## src/rtl/u_binary_multiplier.sv

```systemverilog
// u_binary_multiplier: sequential shift-and-add unsigned multiplier with start/done handshake; define EARLY_TERM_EN to finish as soon as the remaining multiplier bits are zero
module u_binary_multiplier #(
  parameter int WIDTH = 3
) (
  input  logic               clk,
  input  logic               reset,
  input  logic [WIDTH-1:0]   inA,
  input  logic [WIDTH-1:0]   inB,
  input  logic               start,
  output logic [2*WIDTH-1:0] product,
  output logic               done
);
  localparam int CW = $clog2(WIDTH + 1);
  typedef enum logic [1:0] {IDLE, CALC, DONE} state_t;
  state_t               state_q, state_d;
  logic [2*WIDTH-1:0]   a_q, a_d, acc_q, acc_d, product_q, product_d, sum;
  logic [WIDTH-1:0]     b_q, b_d;
  logic [CW-1:0]        cnt_q, cnt_d;
  logic                 done_q, done_d, last;
  assign product = product_q;
  assign done    = done_q;
  // next-state and datapath: load on start, one multiplier bit per CALC edge, hold result in DONE
  always_comb begin
    state_d   = state_q;
    a_d       = a_q;
    b_d       = b_q;
    acc_d     = acc_q;
    cnt_d     = cnt_q;
    product_d = product_q;
    done_d    = done_q;
    sum       = b_q[0] ? acc_q + a_q : acc_q;
`ifdef EARLY_TERM_EN
    last      = (cnt_q == CW'(1)) || ((b_q >> 1) == '0);
`else
    last      = cnt_q == CW'(1);
`endif
    case (state_q)
      IDLE: begin
        done_d = 1'b0;
        if (start) begin
          a_d     = {{WIDTH{1'b0}}, inA};
          b_d     = inB;
          acc_d   = '0;
          cnt_d   = CW'(WIDTH);
          state_d = CALC;
        end
      end
      CALC: begin
        acc_d = sum;
        a_d   = a_q << 1;
        b_d   = b_q >> 1;
        cnt_d = cnt_q - CW'(1);
        if (last) begin
          product_d = sum;
          done_d    = 1'b1;
          state_d   = DONE;
        end
      end
      DONE: begin
        if (!start) begin
          done_d  = 1'b0;
          state_d = IDLE;
        end
      end
      default: state_d = IDLE;
    endcase
  end
  // state registers; reset clears everything so an aborted operation never leaks a partial result
  always_ff @(posedge clk) begin
    if (reset) begin
      state_q   <= IDLE;
      a_q       <= '0;
      b_q       <= '0;
      acc_q     <= '0;
      cnt_q     <= '0;
      product_q <= '0;
      done_q    <= 1'b0;
    end else begin
      state_q   <= state_d;
      a_q       <= a_d;
      b_q       <= b_d;
      acc_q     <= acc_d;
      cnt_q     <= cnt_d;
      product_q <= product_d;
      done_q    <= done_d;
    end
  end
endmodule

```

## config.mk

```make
export PLATFORM = sky130hd
export DESIGN_NAME = u_binary_multiplier
export DESIGN_NICKNAME = d
export VERILOG_FILES = /design/src/rtl/u_binary_multiplier.sv
export SDC_FILE = /design/constraint.sdc
export NUM_CORES = 1
export LEC_CHECK = 0
export ABC_AREA = 0
export CAP_MARGIN = 30
export CELL_PAD_IN_SITES_DETAIL_PLACEMENT = 1
export CELL_PAD_IN_SITES_GLOBAL_PLACEMENT = 2
export CORE_ASPECT_RATIO = 2
export CORE_MARGIN = 2
export CORE_UTILIZATION = 32
export CTS_CLUSTER_SIZE = 25
export DETAILED_ROUTE_END_ITERATION = 6
export PLACE_DENSITY_LB_ADDON = 0.1
export SLEW_MARGIN = 20
export SYNTH_ARGS = -nofsm -noshare
export SYNTH_HDL_FRONTEND = slang
export SYNTH_SLANG_ARGS = --single-unit
export TNS_END_PERCENT = 10
```

## constraint.sdc

```tcl
create_clock -name clk -period 2.3 [get_ports clk]
set_clock_uncertainty 0.15 [all_clocks]
set_input_delay 0.345 -clock clk [delete_from_list [all_inputs] [get_ports clk]]
set_output_delay 0.345 -clock clk [all_outputs]
set_load 0.02 [all_outputs]
```

==> results.toml, run 1 <==
[floorplan]
dieArea_um2 = 4590
num_io_pins = 16
dieHeight_um = 93.9
core_um2 = 3880
die_w_um = 48.9
start_util_pct = 33.3
core.rowCount = 32

[sta]
min_period_over_period_pct = 88.0
setup_ws_ns = 0.276
fin_tns_setup_ns = 0
final_hold_viol_count = 0
relSlewSlack_pct = 71.2
finalCriticalPeriod_ns = 2.02
slew_violations = 0
clock.fmax_ghz = 0.494
fin_hold_ws_ns = 0.316
setup_viol = 0
rsz0062_at_grt = "false"
tightest_slew_ns = 0.433

[grt]
grt_busiest_layer = "met2"
use_met3_pct = 0.955
track_usage_pct = 15.9
antenna_found_initial = 0
gr-usage-met2_pct = 30.4
grt_pass1_wl_um = 5660
grt_max_degree = 28
first_global_vias = 1178
met1_usage_pct = 17.8
grt_overflow = 0

[yosys]
synth_cell_types = 37
ys_warn_count = 0
synth_edf_count = 0
syn-cell-area_um2 = 1290
ys_seq_area_share_pct = 40.3
ys_ff_latch = 26
synthTopCellsByCount = "dfxtp_1, nor2_1, a21oi_1, nand2_1, a211oi_1"
syn_nets = 167
synth_cells = 151
synth_area_leaders = "dfxtp_1, nor2_1, a21oi_1"
ys.flop_type = "dfxtp_1"
yosys.area.top_type_share_pct = 40.3
synth.avg_cell_area_um2 = 8.56
yosysMostFrequentCell = "dfxtp_1"
synth_area_leader_cell = "dfxtp_1"
async_flop_share_pct = 0

[clock_tree]
path_clk_slew_ns = 0.10
ctsHoldBuffers = 0
cts_num_sinks = 26
cts_buffers = 3
cts_tree = "yes"
clkLatencyLatePin_ns = 0.27
clock-root-buffer = "clkbuf_8"
post_cts.repair.setup_buffers = 0
htreeDepth = 1
cts_resized = 0
clock_path_buffers = 2

[pwr]
power.switching_uw = 269
pwr-share-comb_pct = 16.4
power_frac_seq_pct = 47.5
p_int_uw = 782
power_density_nw_per_um2 = 669
p_leak_uw = 0.000597
ir_drop_mv = 0.365
pwr-share-clk_pct = 36.2
sw_frac_of_total_pct = 25.6

[critical_path]
required_ns = 2.34
r2r_slack_ns = 0.28
r2r_start = "acc_q[3]"
r2r-end = "product[5]"
end_kind = "flop"
arrival_ns = 2.07
cp-start-kind = "flop"
path_class = "reg2reg"
crit_fanout = 5
worstRegToRegCells = 6

[cells_and_area]
stdcell_area_um2 = 1570
drive_above_1_share_pct = 7.88
synthToLayoutAreaGrowth_pct = 21.6
fin_nets = 182
diodes = 0
fill_cells = 485

[placement]
place_ws_ns = 0.272
dp_hpwl_um = 2550
routabilityCongestion = 0.812
io_buffer_count = 15
placed_area_um2 = 1500

[hold_path]
whs_endpoint = "done"
hold_start = "done"
hp-class = "reg2reg"
hold_path_depth = 2

[routing]
detail_route.first_pass.iterations = 4
finalWirelength_um = 3290
via_count = 1120
wl_per_cell_um = 15.2
first_iter_violations = 15
drc_errors = 0
avgViaCountPerCell = 5.19
ant_nets = 0

[run_status]
status = "completed"

[job]
drv_cap = 0
[critical path, stage by stage (launching register included)]
cell and delay (ns):
dfxtp_1 0.42, ha_1 0.33, a21oi_1 0.20, o221ai_1 0.17, a211oi_2 0.31, xor2_1 0.11, a211oi_1 0.24
[cells in the final DEF (no fill, tap or decap), types with 4 or more instances in the layout]
cell type / instances
buf_4: 5
nor2_1: 25
ha_1: 6
a21oi_1: 15
nand2_1: 15
dfxtp_1: 26
clkdlybuf4s50_1: 15
a211oi_1: 7
nand3b_1: 4
[how the worst max path moves through the flow]
stage	start	to	slack, ns	cells after the start
5_1_grt	acc_q[3]	product[5]	0.1	6
2_1_floorplan	a_q[0]	product[4]	0.44	7
6_report	acc_q[3]	product[5]	0.28	6
4_1_cts	acc_q[3]	product[5]	0.24	6
3_3_place_gp	a_q[0]	product[4]	0.35	7
3_5_place_dp	acc_q[3]	product[5]	0.27	6
[kinds of logic after synthesis]
kind of cell	count (synthesis)	share of synthesized area, %
mux	3	2.32
buf+inv	12	3.97
flops	26	40.3
xor+xnor	4	2.71
fa+ha+maj	7	7.36
compound gates	42	22.7
simple gates	57	20.7
[state kept, by name, summed over array words and instances, names as in the netlist]
signal / cells
acc_q: 6
b_q: 3
product: 6
done: 1
cnt_q: 2
a_q: 6
state_q: 2
[power groups by stage]
stage	Sequential [µW]	Clock, µW	Combinational (µW)
CTS	500	390	175
finish	499	380	172
global placement	509	0	169
floorplan	507	0	108
detailed placement	510	0	174
global route	503	410	192
[layout make-up]
| cell class | instances | area [µm²] | area share, % |
|---|---|---|---|
| multi-input combinational | 113 | 721 | 45.9 |
| sequential | 26 | 520 | 33.1 |
| timing repair buffer | 20 | 188 | 11.9 |
| tap | 51 | 63.8 | 4.06 |
| clock buffer | 3 | 41.3 | 2.63 |
| clock inverter | 1 | 30.0 | 1.91 |
| inverter | 2 | 7.51 | 0.478 |
[routing by layer]
metal / vias to the layer above / share of wire, %
li1: 570 / -
met1: 534 / 42
met2: 12 / 55
met3: 4 / 1.5
met4: 0 / 1.7
met5: - / 0
[through the flow]
step	cells	power [µW]	util, %
final	216	1050	40.5
after floorplan	151	615	-
after global routing	216	1110	40.5
after CTS	216	1060	40.5
after global placement	212	677	38.6
after detailed placement	212	684	38.6
No activity file was read; power rests on OpenSTA's default activity.
==> run 2: changes to the inputs <==
--- a/config.mk
+++ b/config.mk
@@ -9,12 +9,14 @@
 export CAP_MARGIN = 30
 export CELL_PAD_IN_SITES_DETAIL_PLACEMENT = 1
 export CELL_PAD_IN_SITES_GLOBAL_PLACEMENT = 2
-export CORE_ASPECT_RATIO = 2
+export CORE_ASPECT_RATIO = 0.75
 export CORE_MARGIN = 2
 export CORE_UTILIZATION = 32
 export CTS_CLUSTER_SIZE = 25
 export DETAILED_ROUTE_END_ITERATION = 6
+export GPL_ROUTABILITY_DRIVEN = 0
 export PLACE_DENSITY_LB_ADDON = 0.1
+export SKIP_LAST_GASP = 1
 export SLEW_MARGIN = 20
 export SYNTH_ARGS = -nofsm -noshare
 export SYNTH_HDL_FRONTEND = slang
==> results.toml, run 2 (synthesized netlist as in run 1, its figures left out) <==
[run_status]
status = "completed"

[floorplan]
core_um2 = 3760
dieArea_um2 = 4570
die_w_um = 77.4
dieHeight_um = 59.0
start_util_pct = 34.4
num_io_pins = 16
core.rowCount = 19

[cells_and_area]
synthToLayoutAreaGrowth_pct = 19.9
final_cell_mix = "dfxtp_1, nor2_1, a21oi_1, nand2_1, clkdlybuf4s50_1"
fin_nets = 183
drive_above_1_share_pct = 7.88
final_common_cell = "dfxtp_1"
fill_cells = 470
diodes = 0
stdcell_area_um2 = 1550

[routing]
dr_wl_met2_um = 1360
wl_met3_um = 92
top_layer = "met4"
drc_errors = 0
detail_route.first_pass.iterations = 3
wl_per_cell_um = 14.6
finalWirelength_um = 3160
first_iter_violations = 17
wl_met1_um = 1690
ant_nets = 0
avgViaCountPerCell = 5.03
via_count = 1091

[clock_tree]
cts_num_sinks = 26
htreeDepth = 1
post_cts.repair.setup_buffers = 0
clock_path_buffers = 2
ctsHoldBuffers = 0
cts_buffers = 3
clkLatencyLatePin_ns = 0.27
cts_tree = "yes"
clock-root-buffer = "clkbuf_8"
cts_resized = 0
path_clk_slew_ns = 0.08

[sta]
slew_violations = 0
fin_tns_setup_ns = 0
min_period_over_period_pct = 88.9
setup_viol = 0
rsz0062_at_grt = "false"
relSlewSlack_pct = 58.1
finalCriticalPeriod_ns = 2.04
tightest_slew_ns = 0.626
clock.fmax_ghz = 0.489
final_hold_viol_count = 0

[critical_path]
critical_path.cell_chain = "ha_1, fa_1, a21o_1, a21oi_1, xnor2_1, mux2i_1, o31ai_1"
crit_fanout = 4
end_kind = "flop"
required_ns = 2.33
crit_path_max_incr_delay_ns = 0.42
cp_slowest_cell = "fa_1"
path_class = "reg2reg"
r2r_slack_ns = 0.26
cp-start-kind = "flop"
arrival_ns = 2.07

[hold_path]
hp-class = "reg2reg"

[grt]
antenna_found_initial = 0
grt_pass1_wl_um = 5490
grt_max_degree = 17
track_usage_pct = 15.5
grt_overflow = 0
first_global_vias = 1091

[job]
drv_cap = 0

[placement]
placed_area_um2 = 1510
dp_hpwl_um = 2440
io_buffer_count = 15

[pwr]
ir_drop_mv = 0.277
p_leak_uw = 0.000588
power_density_nw_per_um2 = 597
power.total_uw = 926
[run 2: cell types whose count changed in the layout (fill, tap and decap cells not counted), sizes merged]
| cell | delta |
|---|---|
| buf | +1 |
| bufinv | -1 |
[run 2: worst max-delay path, delay by kind of cell (launching register included)]
kind	cells	cell delay, ns
fa+ha+maj	2	0.65
compound gates	3	0.57
flops	1	0.34
xor+xnor	1	0.13
mux	1	0.11
[run 2: final cells by class]
| cell class | instances | area (µm²) | share of cell area (%) |
|---|---|---|---|
| flip-flops and latches | 26 | 520 | 33.6 |
| clock buffers | 3 | 41.3 | 2.66 |
| multi-input cells | 113 | 721 | 46.5 |
| inverters | 2 | 7.51 | 0.484 |
| repair buffers | 21 | 195 | 12.6 |
| well taps | 52 | 65.1 | 4.20 |
[run 2: layer usage]
metal | global-route usage, % | vias up
met1 | 21.7 | 510
met2 | 25.2 | 14
met3 | 4.12 | 2
met5 | 0 | -
met4 | 1.53 | 0
li1 | - | 565
[run 2: worst paths after layout]
kind              startpoint        to  cells past startpoint
setup / recovery      a_q[0]  acc_q[4]                      7
hold / removal          done      done                      2
setup reg to reg      a_q[0]  acc_q[4]                      7
hold reg to reg         done      done                      2
[run 2: metrics by stage]
step                      util [%]  setup slack [ns]  instances  hold slack [ns]
after floorplan                  -             0.438        151            0.290
after global placement        40.2             0.323        214            0.295
after detailed placement      40.2             0.263        214            0.303
after CTS                     41.3             0.234        217            0.315
after global routing          41.3             0.128        217            0.344
final                         41.3             0.256        217            0.309
[run 2: where the power goes]
part           leakage [µW]  internal, µW  switching (µW)
Clock             0.0000216           117             137
Combinational      0.000354          75.8            98.6
Sequential         0.000212           475            22.4
